`config.mk`:
```
export PLATFORM = sky130hd
export DESIGN_NAME = idma_apb_cmd_seq
export DESIGN_NICKNAME = d
export VERILOG_FILES = /design/src/rtl/idma_apb_cmd_seq.sv
export SDC_FILE = /design/constraint.sdc
export NUM_CORES = 1
export LEC_CHECK = 0
export ABC_AREA = 1
export CAP_MARGIN = 20
export CORE_MARGIN = 2
export CORE_UTILIZATION = 30
export DETAILED_ROUTE_END_ITERATION = 6
export GPL_ROUTABILITY_DRIVEN = 0
export SETUP_SLACK_MARGIN = 0.3
export SLEW_MARGIN = 15
export SYNTH_ARGS = -nofsm -noshare
export SYNTH_HDL_FRONTEND = slang
export SYNTH_SLANG_ARGS = --single-unit
```
`constraint.sdc`:
```
create_clock -name aclk -period 3.86 [get_ports aclk]
set_input_delay 0.579 -clock aclk [delete_from_list [all_inputs] [get_ports aclk]]
set_output_delay 0.579 -clock aclk [all_outputs]
set_load 0.1 [all_outputs]
```
`src/rtl/idma_apb_cmd_seq.sv`:
```
// Buffers iDMA register writes in a command FIFO, issues each one on APB, then waits for the
// done interrupt and clears it. Optional interrupt-wait watchdog: define IDMA_APB_CMD_SEQ_TIMEOUT_EN.
module idma_apb_cmd_seq #(
    parameter int unsigned CMD_FIFO_DEPTH = 32'd8,
    parameter logic [11:0] INTR_CLR_ADDR  = 12'h000,
    parameter logic [31:0] INTR_CLR_DATA  = 32'h0000_0003,
    parameter int unsigned TIMEOUT_CYC    = 32'd65535
) (
    input  logic        aclk,
    input  logic        aresetn,
    input  logic        cmd_valid,
    output logic        cmd_ready,
    input  logic [11:0] cmd_addr,
    input  logic [31:0] cmd_data,
    input  logic        cmd_last,
    output logic [11:0] apb_PADDR,
    output logic        apb_PSEL,
    output logic        apb_PENABLE,
    output logic        apb_PWRITE,
    output logic [3:0]  apb_PSTRB,
    output logic [2:0]  apb_PPROT,
    output logic [31:0] apb_PWDATA,
    input  logic        apb_PREADY,
    input  logic        apb_PSLVERR,
    input  logic        interrupt,
    output logic        job_done,
    output logic [15:0] job_cnt,
    output logic        busy,
    output logic        err,
    input  logic        err_clr
);
    localparam int unsigned AW       = $clog2(CMD_FIFO_DEPTH);
    localparam logic [AW:0] CNT_ZERO = {(AW + 1){1'b0}};
    localparam logic [AW:0] CNT_ONE  = (AW + 1)'(1'b1);
    localparam logic [AW:0] CNT_FULL = (AW + 1)'(CMD_FIFO_DEPTH);
    localparam logic [AW-1:0] PTR_ONE = AW'(1'b1);

    if ((CMD_FIFO_DEPTH < 32'd2) || ((CMD_FIFO_DEPTH & (CMD_FIFO_DEPTH - 32'd1)) != 32'd0) ||
        (TIMEOUT_CYC < 32'd1) || (TIMEOUT_CYC > 32'd65535)) begin : g_bad_param
        $error("idma_apb_cmd_seq: illegal CMD_FIFO_DEPTH or TIMEOUT_CYC");
    end

    typedef enum logic [2:0] {
        ST_IDLE       = 3'd0,
        ST_SETUP      = 3'd1,
        ST_ACCESS     = 3'd2,
        ST_WAIT_INTR  = 3'd3,
        ST_CLR_SETUP  = 3'd4,
        ST_CLR_ACCESS = 3'd5
    } state_t;

    logic [44:0]   fifo_mem_r [CMD_FIFO_DEPTH];
    logic [AW-1:0] wr_ptr_r, rd_ptr_r;
    logic [AW:0]   count_r, count_nxt_s;
    state_t        state_r, state_nxt_s;
    logic          push_s, pop_s, clr_done_s, err_set_s, timeout_s, wdog_expired_s, remain_s;
    logic [44:0]   head_s;
    logic [43:0]   head_nxt_s;
    logic          cmd_ready_r, psel_r, penable_r, job_done_r, busy_r, err_r;
    logic [11:0]   paddr_r;
    logic [31:0]   pwdata_r;
    logic [15:0]   job_cnt_r;

    assign push_s      = cmd_valid && cmd_ready_r;
    assign pop_s       = (state_r == ST_ACCESS) && apb_PREADY;
    assign clr_done_s  = (state_r == ST_CLR_ACCESS) && apb_PREADY;
    assign count_nxt_s = count_r + (AW + 1)'(push_s) - (AW + 1)'(pop_s);
    assign head_s      = fifo_mem_r[rd_ptr_r];
    // Next SETUP presents the entry that will be at the head once this cycle's pop retires.
    assign head_nxt_s  = pop_s ? fifo_mem_r[rd_ptr_r + PTR_ONE][43:0] : head_s[43:0];
    assign remain_s    = pop_s ? (count_r > CNT_ONE) : (count_r != CNT_ZERO);
    assign err_set_s   = (psel_r && penable_r && apb_PREADY && apb_PSLVERR) || timeout_s;

`ifdef IDMA_APB_CMD_SEQ_TIMEOUT_EN
    localparam logic [15:0] WDOG_LAST = 16'(TIMEOUT_CYC - 32'd1);
    logic [15:0] wdog_r;

    // Watchdog counts consecutive WAIT_INTR cycles and restarts from zero on every exit.
    always_ff @(posedge aclk or negedge aresetn) begin
        if (!aresetn) begin
            wdog_r <= 16'h0000;
        end else if ((state_r == ST_WAIT_INTR) && (state_nxt_s == ST_WAIT_INTR)) begin
            wdog_r <= wdog_r + 16'h0001;
        end else begin
            wdog_r <= 16'h0000;
        end
    end

    assign wdog_expired_s = (wdog_r == WDOG_LAST);
`else
    assign wdog_expired_s = 1'b0;
`endif

    // Command storage; no reset needed because count_r gates every read.
    always_ff @(posedge aclk) begin
        if (push_s) begin
            fifo_mem_r[wr_ptr_r] <= {cmd_last, cmd_addr, cmd_data};
        end
    end

    // FIFO pointers, occupancy and the registered ready flag.
    always_ff @(posedge aclk or negedge aresetn) begin
        if (!aresetn) begin
            wr_ptr_r    <= {AW{1'b0}};
            rd_ptr_r    <= {AW{1'b0}};
            count_r     <= CNT_ZERO;
            cmd_ready_r <= 1'b1;
        end else begin
            if (push_s) wr_ptr_r <= wr_ptr_r + PTR_ONE;
            if (pop_s)  rd_ptr_r <= rd_ptr_r + PTR_ONE;
            count_r     <= count_nxt_s;
            cmd_ready_r <= (count_nxt_s != CNT_FULL);
        end
    end

    // Next-state logic for the APB write / interrupt handshake sequence.
    always_comb begin
        state_nxt_s = state_r;
        timeout_s   = 1'b0;
        case (state_r)
            ST_IDLE: begin
                if (count_r != CNT_ZERO) state_nxt_s = ST_SETUP;
                else                     state_nxt_s = ST_IDLE;
            end
            ST_SETUP:     state_nxt_s = ST_ACCESS;
            ST_ACCESS: begin
                if (!apb_PREADY)    state_nxt_s = ST_ACCESS;
                else if (head_s[44]) state_nxt_s = ST_WAIT_INTR;
                else if (remain_s)   state_nxt_s = ST_SETUP;
                else                 state_nxt_s = ST_IDLE;
            end
            ST_WAIT_INTR: begin
                if (interrupt) begin
                    state_nxt_s = ST_CLR_SETUP;
                end else if (wdog_expired_s) begin
                    state_nxt_s = ST_CLR_SETUP;
                    timeout_s   = 1'b1;
                end else begin
                    state_nxt_s = ST_WAIT_INTR;
                end
            end
            ST_CLR_SETUP: state_nxt_s = ST_CLR_ACCESS;
            ST_CLR_ACCESS: begin
                if (!apb_PREADY)  state_nxt_s = ST_CLR_ACCESS;
                else if (remain_s) state_nxt_s = ST_SETUP;
                else               state_nxt_s = ST_IDLE;
            end
            default:      state_nxt_s = ST_IDLE;
        endcase
    end

    // State register plus APB and status outputs, all registered from the next state.
    always_ff @(posedge aclk or negedge aresetn) begin
        if (!aresetn) begin
            state_r    <= ST_IDLE;
            psel_r     <= 1'b0;
            penable_r  <= 1'b0;
            paddr_r    <= 12'h000;
            pwdata_r   <= 32'h0000_0000;
            job_done_r <= 1'b0;
            job_cnt_r  <= 16'h0000;
            busy_r     <= 1'b0;
            err_r      <= 1'b0;
        end else begin
            state_r   <= state_nxt_s;
            psel_r    <= (state_nxt_s == ST_SETUP) || (state_nxt_s == ST_ACCESS) ||
                         (state_nxt_s == ST_CLR_SETUP) || (state_nxt_s == ST_CLR_ACCESS);
            penable_r <= (state_nxt_s == ST_ACCESS) || (state_nxt_s == ST_CLR_ACCESS);
            if (state_nxt_s == ST_SETUP) begin
                paddr_r  <= head_nxt_s[43:32];
                pwdata_r <= head_nxt_s[31:0];
            end else if (state_nxt_s == ST_CLR_SETUP) begin
                paddr_r  <= INTR_CLR_ADDR;
                pwdata_r <= INTR_CLR_DATA;
            end
            job_done_r <= clr_done_s;
            if (clr_done_s) job_cnt_r <= job_cnt_r + 16'h0001;
            busy_r <= (state_nxt_s != ST_IDLE) || (count_nxt_s != CNT_ZERO);
            if (err_set_s)    err_r <= 1'b1;
            else if (err_clr) err_r <= 1'b0;
        end
    end

    assign cmd_ready   = cmd_ready_r;
    assign apb_PADDR   = paddr_r;
    assign apb_PSEL    = psel_r;
    assign apb_PENABLE = penable_r;
    assign apb_PWRITE  = 1'b1;
    assign apb_PSTRB   = 4'hF;
    assign apb_PPROT   = 3'b000;
    assign apb_PWDATA  = pwdata_r;
    assign job_done    = job_done_r;
    assign job_cnt     = job_cnt_r;
    assign busy        = busy_r;
    assign err         = err_r;

endmodule

```
# Word level (Yosys, flattened, before mapping)
# Memories as Yosys holds them, arrays and structs flattened.
# Cells that the tools add are included.
# word_totals
reg_bits,79
latch_bits,0
ramBits,360
rom_bits,0
input_bits,52
out_inout_bits,74
wordCells,64
memories,1
# memory_table
memory,depth,width,rd,rd_clocked_by_memory_dff,wr,line,rtl
fifo_mem_r,8,45,2,0,1,52,logic [44:0] fifo_mem_r [CMD_FIFO_DEPTH];
# classes
add_sub_neg,5
multipliers,0
n_div,0
order_cmp,1
eq_ne,10
shift,0
muxes,17
bitwise,0
n_reduce_logical,17
# op_table
operator,n
$mux W32,2
$mux W44,1
$mux W12,2
$pmux W3 S6,1
$add A16 B1 Y16 const B,1
$eq A3 B3 Y1 const B,4
$eq A3 B2 Y1 const B,3
$reduce_bool A4 Y1,2
$mux W1,7
$add A3 B1 Y3 const B,2
$eq A3 B1 Y1 const B,2
$logic_and A1 B1 Y1,6
$mux W3,2
$logic_or A1 B1 Y1,5
$add A4 B1 Y4,1
$gt A4 B1 Y1 const B,1
$mux W2,2
$ne A4 B4 Y1 const B,1
$reduce_bool A2 Y1,2
$sub A4 B1 Y4,1
$logic_not A3 Y1,1
$reduce_bool A3 Y1,1

# Logic depth before layout (Yosys ltp)
# Gate-level depths: netlist (run 1).
# depth
word_depth,11
depth_mapped,14
ltp_nobuf,14

# Worst setup path after synthesis (run 1)
# No wires, ideal clock.
# synth_timing
kind,register -> register
from,reg cmd_ready_r (netlist: cmd_ready)
to,mem fifo_mem_r[0][0] (enable)
setup_time_ps,448
arrival_time_ps,3271
t_required_ps,3412
setup_slack_ps,142
stages_incl_launch_ff,4
n_path_buf,0
period_less_slack_ps,3718
cell_sequence,dfstp_2 > nand2_1 > or2_2 > nor2_1
# synth_between
elab_chain_cells,3
# synth_rtl
item,line,rtl
"start, declared",59,"logic cmd_ready_r, psel_r, penable_r, job_done_r, busy_r, err_r;"
"start signal, assigned",112,cmd_ready_r <= (count_nxt_s != CNT_FULL);
$logic_and A1 B1 Y1,64,assign push_s = cmd_valid && cmd_ready_r;
$mux W1,96,if (push_s) begin
$mux W1 (not written as such),97,"fifo_mem_r[wr_ptr_r] <= {cmd_last, cmd_addr, cmd_data};"
"end, declared",52,
# No other way between the ends.

# Final worst setup path (run 1)
# layout_timing
from,reg rd_ptr_r[0]
to,reg paddr_r[6] (netlist: apb_PADDR[6])
# layout_between
elab_chain_cells,6
elab_cells_between_ends,10
classes_between,add/sub: 1; eq/ne: 2; mux: 5; reduce/logical: 1; memory: 1
# layout_rtl
item,line,rtl
"start, declared",53,"logic [AW-1:0] wr_ptr_r, rd_ptr_r;"
"start signal, assigned",105,rd_ptr_r <= {AW{1'b0}};
"start signal, assigned",110,if (pop_s) rd_ptr_r <= rd_ptr_r + PTR_ONE;
$mem_v2 Z8 W45 *,-,
$mux W2,128,else if (head_s[44]) state_nxt_s = ST_WAIT_INTR;
$mux W2,127,if (!apb_PREADY) state_nxt_s = ST_ACCESS;
$pmux W3 S6,120,case (state_r)
$eq A3 B1 Y1 or $eq A3 B3 Y1 (tied branches),"169, 172",
$mux W12 or $reduce_bool A2 Y1 (tied branches),-,
"end signal, assigned",170,paddr_r <= head_nxt_s[43:32];
"end, declared",60,logic [11:0] paddr_r;
# Mark *: on every way between the ends. The rest lies on a longest branch, timed or not.
# A chain may end at the register's enable or synchronous reset.

==> results.ini, run 1 <==
[route]
via_per_inst = 5.060
wl_per_cell_um = 18.36
routed_wl_um = 57410
num_vias = 15820
first_pass_iters = 5
ant_nets = 0
drt_iter0_markers = 1187
drc_errors = 0

[power_and_ir_drop]
vdd_drop_max_mv = 0.7124
p_int_w = 0.01165
swShare_pct = 46.59
p_leak_nw = 9.274
p_per_area_nw_per_um2 = 888.9
seqPwrFrac_pct = 29.8
p_clk_share_pct = 20.4
combinationalPowerShare_pct = 49.8
netSwitchingPower_w = 0.01016

[yosys]
syn_inst = 2103
yosys_register_bits = 439
synth_area_sq_um = 20930
syn_area_per_cell_sq_um = 9.951
synth_edf_count = 360
ys_types = 37
synth_warnings = 0
ys.flop_type = edfxtp_1
yosysSeqAreaShare_pct = 61.11
async_flop_share_pct = 18.00

[critical_path]
end_kind = flop
cp_slowest_cell = dfrtp_4
reg2regPathDepth = 9
cp.arrival_ps = 3340
crit_fanout = 252
crit_path_frequent_cell = nand2_1
required_ps = 4370
worstSetupStartpointType = flop
r2r_slack_ps = 1030
cpPeakStageDelay_ps = 660
r2r_start = rd_ptr_r[0]
reg2reg_to = apb_PADDR[6]
criticalPathCategory = reg2reg
path_cells = inv_8 -> buf_12 -> nand2_1 -> o211ai_1 -> o21ai_0 -> a22o_1 -> nor2_1 -> nand2_1 -> nand2_1

[place]
dpl.cell_count = 3037
place_ws_ps = 617.0
io_buffers = 117
hpwl_um = 32020

[clock_tree]
post_cts_resized = 0
post-cts-setup-buffers = 0
clk_pin_slew_ps = 60
cts_sinks = 439
htreeDepth = 2
cts_max_path_buffers = 3
numCtsBuffers = 47
clockRootBuffer = clkbuf_16
cts.hold.buffers_added = 0
clk_latency_ps = 590
cts_tree = built

[final_layout]
drive_above_1_share_pct = 6.247
mostFrequentLayoutCell = edfxtp_1
n_fill_cell = 6738
mostFrequentLayoutCells = edfxtp_1, a21oi_1, o21ai_0
fin_cells = 3127
area_growth_pct = 17.25
layout.nets = 2217

[grt]
grt_overflow = 0
grt_max_degree = 253
grt.total_usage_pct = 15.72
antenna_found_initial = 9
grt_pass1_vias = 15430
grt_pass1_wl_um = 87270

[sta]
rsz0062_at_grt = no
setup_viol = 0
worst_slew_pin_slew_ps = 1249
period_needed_ps = 2828
fin_crit_sh_pct = 73.28
finalClockSkew_ps = 27.78
finalHoldViolations = 0
finalMaxSlewViolations = 0
maxSlewHeadroom_pct = 16.76
fmax_mhz = 353.6
fin_setup_tns_ps = 0
setup_ws_ps = 1032

[floorplanning]
fp-row-count = 96
die_h_um = 268.1
die_x_um = 268.1
ios = 126
start_util_pct = 30.40
fp.dieArea_sq_um = 71880
core_region_area_sq_um = 68830

[hold_path]
hold_class = in2async

[outcome]
status = finished clean

[job]
drv_cap = 0

## synthesized netlist by cell type, types with 2 or more instances
library cell  count  area (sq um)
dfrtp_1          78          1952
buf_2            63         315.3
conb_1            2         7.510
nor3_4            2         32.53
nand3_1          59         295.3
or2_2             2         12.51
inv_2             7         26.28
nand2_2           2         12.51
edfxtp_1        360         10810
clkbuf_1         58         217.7
a21oi_1         308          1541
nor3_1            4         20.02
ha_1              9         112.6
o211ai_1         45         337.8
buf_1            13         48.80
nand4_1           9         56.30
buf_4            11         82.58
a22oi_1           4         30.03
xor2_1           11         96.34
nor2_1          220         825.8
o21ai_0         300          1501
a22o_1           77         674.4
o21ai_1           5         25.02
xnor2_1           9         78.83
inv_1           197         739.5
buf_6             9         101.4
nand2_1         229         859.6
## kinds of logic (layout without fill, tap and decap cells)
logic type / after synthesis / count (layout) / share of synthesized area, %
flops: 439 / 439 / 61.11
xor+xnor: 20 / 20 / 0.8371
fa+ha+maj: 10 / 10 / 0.6338
buf+inv: 358 / 442 / 7.318
other cells: 2 / 11 / 0.03589
compound gates: 742 / 742 / 19.75
simple gates: 532 / 532 / 10.31
## power groups by stage
stage               Combinational [W]  Sequential [W]  Clock, W
finish                         0.0109         0.00649   0.00445
global route                   0.0119         0.00658   0.00472
CTS                            0.0109         0.00649   0.00455
detailed placement             0.0108         0.00657         0
global placement               0.0105         0.00657         0
floorplan                     0.00626         0.00821         0
## area by class of cell
type                    instances  area, sq um  area share (%)
inverters                     204        774.5           3.157
multi-input cells            1312         6721           27.39
clock inverters                23        209.0          0.8516
well taps                     931         1165           4.748
repair buffers                151         1553           6.328
clock buffers                  64         1310           5.339
diodes                          3        7.507         0.03060
flip-flops and latches        439        12800           52.15
## worst max-delay path: cells and delay by family, from the launching register on
kind / cells / cell delay (ps)
DFF: 1 / 660
and+or+nand+nor: 4 / 540
buffers and inverters: 2 / 620
AOI/OAI and AO/OA: 3 / 530
## worst max path at each step
stage / startpoint / end / slack [ps] / cells after the start
after floorplan: cmd_ready / fifo_mem_r[0][0] / 140 / 3
after global placement: apb_PREADY / busy / 620 / 13
after detailed placement: apb_PREADY / busy / 620 / 13
after CTS: cmd_ready / cmd_ready / 1020 / 1
after global routing: state_r[1] / busy / 810 / 14
final: rd_ptr_r[0] / apb_PADDR[6] / 1030 / 9
## sequential cells by signal (all words and copies together) (netlist names)
signal and count:
apb_PWDATA 32, fifo_mem_r 360, apb_PENABLE 1, busy 1, apb_PSEL 1, cmd_ready 1, job_cnt 16, state_r 3
apb_PADDR 12, job_done 1, wr_ptr_r 3, count_r 4, rd_ptr_r 3, err 1
## per-stage QoR
step	hold WS [ps]	util (%)	area (sq um)	power (W)
2_1_floorplan	283.4	-	20960	0.01447
3_3_place_gp	460.6	33.43	23010	0.01710
3_5_place_dp	474.0	33.43	23010	0.01740
4_1_cts	222.2	35.63	24520	0.02189
5_1_grt	237.9	35.65	24530	0.02317
6_report	178.3	35.65	24540	0.02181
## per-layer routing
| layer | part of all wire (%) | vias to the layer above | routed length, um | global-route usage (%) |
|---|---|---|---|---|
| li1 | - | 7461 | - | - |
| met1 | 42 | 7678 | 24140 | 19.73 |
| met2 | 47 | 524 | 27240 | 26.14 |
| met3 | 7.7 | 145 | 4419 | 4.124 |
| met4 | 2.7 | 14 | 1531 | 5.511 |
| met5 | 0.14 | - | 83 | 0 |
No activity file was read; power rests on OpenSTA's default activity.
==> inputs of run 2 (changes only) <==
==> constraint.sdc (replaced) <==
create_clock -name aclk -period 2.3 [get_ports aclk]
set_input_delay 0.345 -clock aclk [delete_from_list [all_inputs] [get_ports aclk]]
set_output_delay 0.345 -clock aclk [all_outputs]
set_load 0.1 [all_outputs]
==> run 2 against run 1 <==
The run now ends with setup timing left. Sequential share of layout area down 5.8 points. Maximum frequency up 20%. Critical path depth up 5.
==> results.ini, run 2 (synthesized netlist as in run 1, its figures left out) <==
[clock_tree]
numCtsBuffers = 47
cts_tree = built
htreeDepth = 2
clockRootBuffer = clkbuf_16
clk_pin_slew_ps = 60
cts_sinks = 439
clk_latency_ps = 610
cts_max_path_buffers = 3

[grt]
grt_overflow = 0
grt_pass1_vias = 16460
grt_max_degree = 82
grt_pass1_wl_um = 100700
antenna_found_initial = 6
grt.total_usage_pct = 18.62

[sta]
setup_viol = 2
finalHoldViolations = 0
fin_setup_tns_ps = -67.85
finalMaxSlewViolations = 0
maxSlewHeadroom_pct = 41.79
rsz0062_at_grt = yes
period_needed_ps = 2353
worst_slew_pin_slew_ps = 873.1
finalClockSkew_ps = 23.11
fmax_mhz = 424.9
fin_crit_sh_pct = 102.3
setup_ws_ps = -53.37

[route]
num_vias = 17180
ant_nets = 0
first_pass_iters = 6
wl_per_cell_um = 21.57
via_per_inst = 5.245
drc_errors = 0
routed_wl_um = 70660
drt_iter0_markers = 1885

[floorplanning]
die_x_um = 268.1
die_h_um = 268.1
fp.dieArea_sq_um = 71880
core_region_area_sq_um = 68830
start_util_pct = 30.40
fp-row-count = 96
ios = 126

[final_layout]
area_growth_pct = 32.12
drive_above_1_share_pct = 21.84
layout.nets = 2368
final_cell_area_sq_um = 27650
regMostFlops = fifo_mem_r
fin_cells = 3275
mostFrequentLayoutCell = edfxtp_1
mostFrequentLayoutCells = edfxtp_1, a21oi_1, o21ai_0
largest_reg_flops = 360
diodes = 0

[power_and_ir_drop]
design_power_total_w = 0.04744
p_per_area_nw_per_um2 = 1716
vdd_drop_max_mv = 0.9148
p_leak_nw = 10.83

[critical_path]
cp.arrival_ps = 2820
end_kind = flop
worstSetupStartpointType = flop
required_ps = 2760
crit_fanout = 2
criticalPathCategory = reg2reg

[place]
hpwl_um = 35260
io_buffers = 117
dpl.cell_count = 3095
place_ws_ps = -350.9
placed_cell_area_sq_um = 23640

[hold_path]
hold_class = in2reg

[outcome]
status = finished with violations
failed_checks = setup timing

[job]
drv_cap = 0

run 2: metal layers:
| metal | share of wire (%) | track usage [%] | up-vias |
|---|---|---|---|
| met5 | 0.10 | 0 | - |
| met4 | 3.6 | 7.051 | 12 |
| met3 | 8.6 | 3.931 | 178 |
| met2 | 48 | 31.09 | 839 |
| met1 | 40 | 23.67 | 8351 |
| li1 | - | - | 7797 |
run 2: power by group:
group / total [W] / leakage [nW] / switching (W) / internal, W
clock: 0.00742 / 0.723 / 0.00327 / 0.00415
combinational: 0.0292 / 5.86 / 0.0176 / 0.0115
sequential: 0.0109 / 4.25 / 0.000769 / 0.0101
total: 0.0474 / 10.8 / 0.0217 / 0.0258
run 2: what timing repair did:
item	in CTS	in global routing
hold endpoints to repair	36	0
gates cloned	31	11
setup buffers	34	16
resized for setup	187	139
pin swaps	95	73
hold buffers	1	0
endpoints found under the setup margin	46	52
run 2: final timing paths:
path                        startpoint     endpoint  slack (ps)  cells after the start
min in group asynchronous      aresetn   count_r[3]         350                      2
max in group asynchronous      aresetn   job_cnt[2]        1240                      3
setup reg to reg            state_r[1]         busy         -50                     14
setup / recovery            state_r[1]         busy         -50                     14
hold reg to reg            job_cnt[15]  job_cnt[15]         480                      1
hold / removal                 err_clr          err         340                      2
run 2: final cells by class:
cell class,instances,area [sq um]
timing repair buffer,300,3934
sequential,439,12800
clock buffer,62,1232
tap,931,1165
fill,6453,41180
multi-input combinational,1312,7406
inverter,204,842.1
clock inverter,25,246.5
timing repair inverter,2,17.52
run 2: per-stage QoR:
step                util [%]  hold WS (ps)
floorplan                  -         49.41
global placement       34.34         435.9
detailed placement     34.34         422.0
CTS                    39.00         309.0
global route           40.17         341.7
finish                 40.17         336.7
run 2: critical path: stages (launching register included):
cell and delay, ps:
dfrtp_1 360, inv_2 60, nor3_4 210, nand2_2 90, inv_2 90, ha_4 210, inv_4 50, ha_4 120
inv_2 40, fa_1 520, inv_2 50, nor3_2 180, nand2_1 70, nor2_1 80, nand4_1 100
==> inputs of run 3 (changes only) <==
==> constraint.sdc (replaced) <==
create_clock -name aclk -period 2.4 [get_ports aclk]
set_input_delay 0.36 -clock aclk [delete_from_list [all_inputs] [get_ports aclk]]
set_output_delay 0.36 -clock aclk [all_outputs]
set_load 0.1 [all_outputs]
==> run 3 against run 2 <==
The run now ends clean. Clock-buffer cell count is 1 higher. Register-to-register slack improved by 110 ps. Critical path depth unchanged. Via count is 2.0% lower. Critical endpoint unchanged. Highest routed layer unchanged.
==> results.ini, run 3 (synthesized netlist as in run 1, its figures left out) <==
[sta]
fin_crit_sh_pct = 97.59
finalHoldViolations = 0
setup_viol = 0
worst_slew_pin_slew_ps = 811.8
setup_ws_ps = 57.92
period_needed_ps = 2342
fmax_mhz = 427.0
rsz0062_at_grt = yes
fin_setup_tns_ps = 0
maxSlewHeadroom_pct = 45.88
finalMaxSlewViolations = 0
finalClockSkew_ps = 23.71

[route]
ant_nets = 0
drt_iter0_markers = 1430
drc_errors = 0
first_pass_iters = 5
met3WireLength_um = 5118
num_vias = 16840
dr_wl_met2_um = 32000
top_layer_used = met5
via_per_inst = 5.226
routed_wl_um = 66640
met1_length_um = 27170
wl_per_cell_um = 20.68

[final_layout]
drive_above_1_share_pct = 17.68
regMostFlops = fifo_mem_r
seqCellArea_sq_um = 12800
multi_input_area_sq_um = 7202
final_cell_area_sq_um = 26500
layout.nets = 2320
mostFrequentLayoutCell = edfxtp_1
area_growth_pct = 26.61
mostFrequentLayoutCells = edfxtp_1, a21oi_1, o21ai_0
n_fill_cell = 6513
largest_reg_flops = 360

[critical_path]
cp_slowest_cell = fa_1
path_cells = inv_2 -> nor3_4 -> nand2_2 -> inv_2 -> ha_4 -> inv_2 -> ha_4 -> inv_2 -> fa_1 -> inv_2 -> nor3_2 -> nand2_1 -> nor2_1 -> nand4_1
cpPeakStageDelay_ps = 500
crit_path_frequent_cell = inv_2
required_ps = 2870
crit_fanout = 2
cp.arrival_ps = 2810
criticalPathCategory = reg2reg
end_kind = flop
path_delay_family = adder cells
worstSetupStartpointType = flop
critPathBufInv = 5
r2r_slack_ps = 60

[grt]
grt_max_degree = 113
grt_overflow = 0
antenna_found_initial = 5
grt_pass1_vias = 16180
grt_pass1_wl_um = 93540
grt.total_usage_pct = 16.93

[power_and_ir_drop]
seqPwrFrac_pct = 25.4
swShare_pct = 46.05
p_per_area_nw_per_um2 = 1552
p_clk_share_pct = 16.6
p_int_w = 0.02219
p_leak_nw = 10.27
combinationalPowerShare_pct = 58.0
netSwitchingPower_w = 0.01894
vdd_drop_max_mv = 0.9996

[floorplanning]
die_h_um = 268.1
fp-row-count = 96
die_x_um = 268.1
ios = 126
start_util_pct = 30.40
fp.dieArea_sq_um = 71880
core_region_area_sq_um = 68830

[clock_tree]
htreeDepth = 2
cts_sinks = 439
clk_latency_ps = 590
clockRootBuffer = clkbuf_16
clk_pin_slew_ps = 60
cts_tree = built
numCtsBuffers = 46
cts_max_path_buffers = 3

[outcome]
status = finished clean

[place]
hpwl_um = 35220
placed_cell_area_sq_um = 23430
place_ws_ps = -184.9
io_buffers = 117

[hold_path]
hold_class = in2async

[job]
drv_cap = 0

run 3: changes by cell type in the layout (fill, tap and decap cells not counted), sizes merged:
cell	before	now
buf	235	187
clkbuf	73	79
clkinv	23	17
bufbuf	3	0
bufinv	3	2
clkinvlp	2	1
diode	0	1
run 3: layout make-up:
type	instances	area share, %
clock buffers	63	4.703
repair inverters	1	0.06139
repair buffers	254	11.69
flip-flops and latches	439	48.32
inverters	204	3.103
well taps	931	4.396
multi-input cells	1312	27.18
clock inverters	18	0.5289
diodes	1	0.009445
run 3: through the flow:
step                instances  total power (W)  util (%)  hold slack [ps]
floorplan                2109          0.02336         -            64.41
global placement         3079          0.02824     34.04            308.0
detailed placement       3079          0.02872     34.04            310.9
CTS                      3182          0.03728     36.69            266.1
global route             3222          0.04323     38.49            306.6
finish                   3223          0.04113     38.50            286.3
run 3: layer usage:
layer / up-vias / global-route usage (%)
li1: 7667 / -
met1: 8197 / 21.60
met2: 805 / 28.15
met3: 165 / 3.134
met4: 8 / 7.247
met5: - / 0
run 3: timing repair:
action | CTS | global route
hold buffers | 1 | 0
endpoints found under the setup margin | 46 | 50
gates cloned | 7 | 18
resized for setup | 27 | 234
pin swaps | 10 | 113
endpoints found under the hold margin | 21 | 0
setup buffers | 14 | 22
run 3: final timing paths:
path	depth (start not counted)	from	end
max reg2reg	14	state_r[1]	busy
max	14	state_r[1]	busy
min reg2reg	1	job_cnt[15]	job_cnt[15]
max in group asynchronous	3	aresetn	apb_PWDATA[24]
min	2	aresetn	apb_PADDR[8]
min in group aclk	2	err_clr	err
run 3: power groups by stage:
stage	Sequential, W	Clock, W	Combinational, W
after floorplan	0.0132	0	0.0102
after global placement	0.0105	0	0.0177
after detailed placement	0.0106	0	0.0182
after CTS	0.0104	0.00696	0.0199
after global routing	0.0106	0.00723	0.0254
final	0.0104	0.00682	0.0239
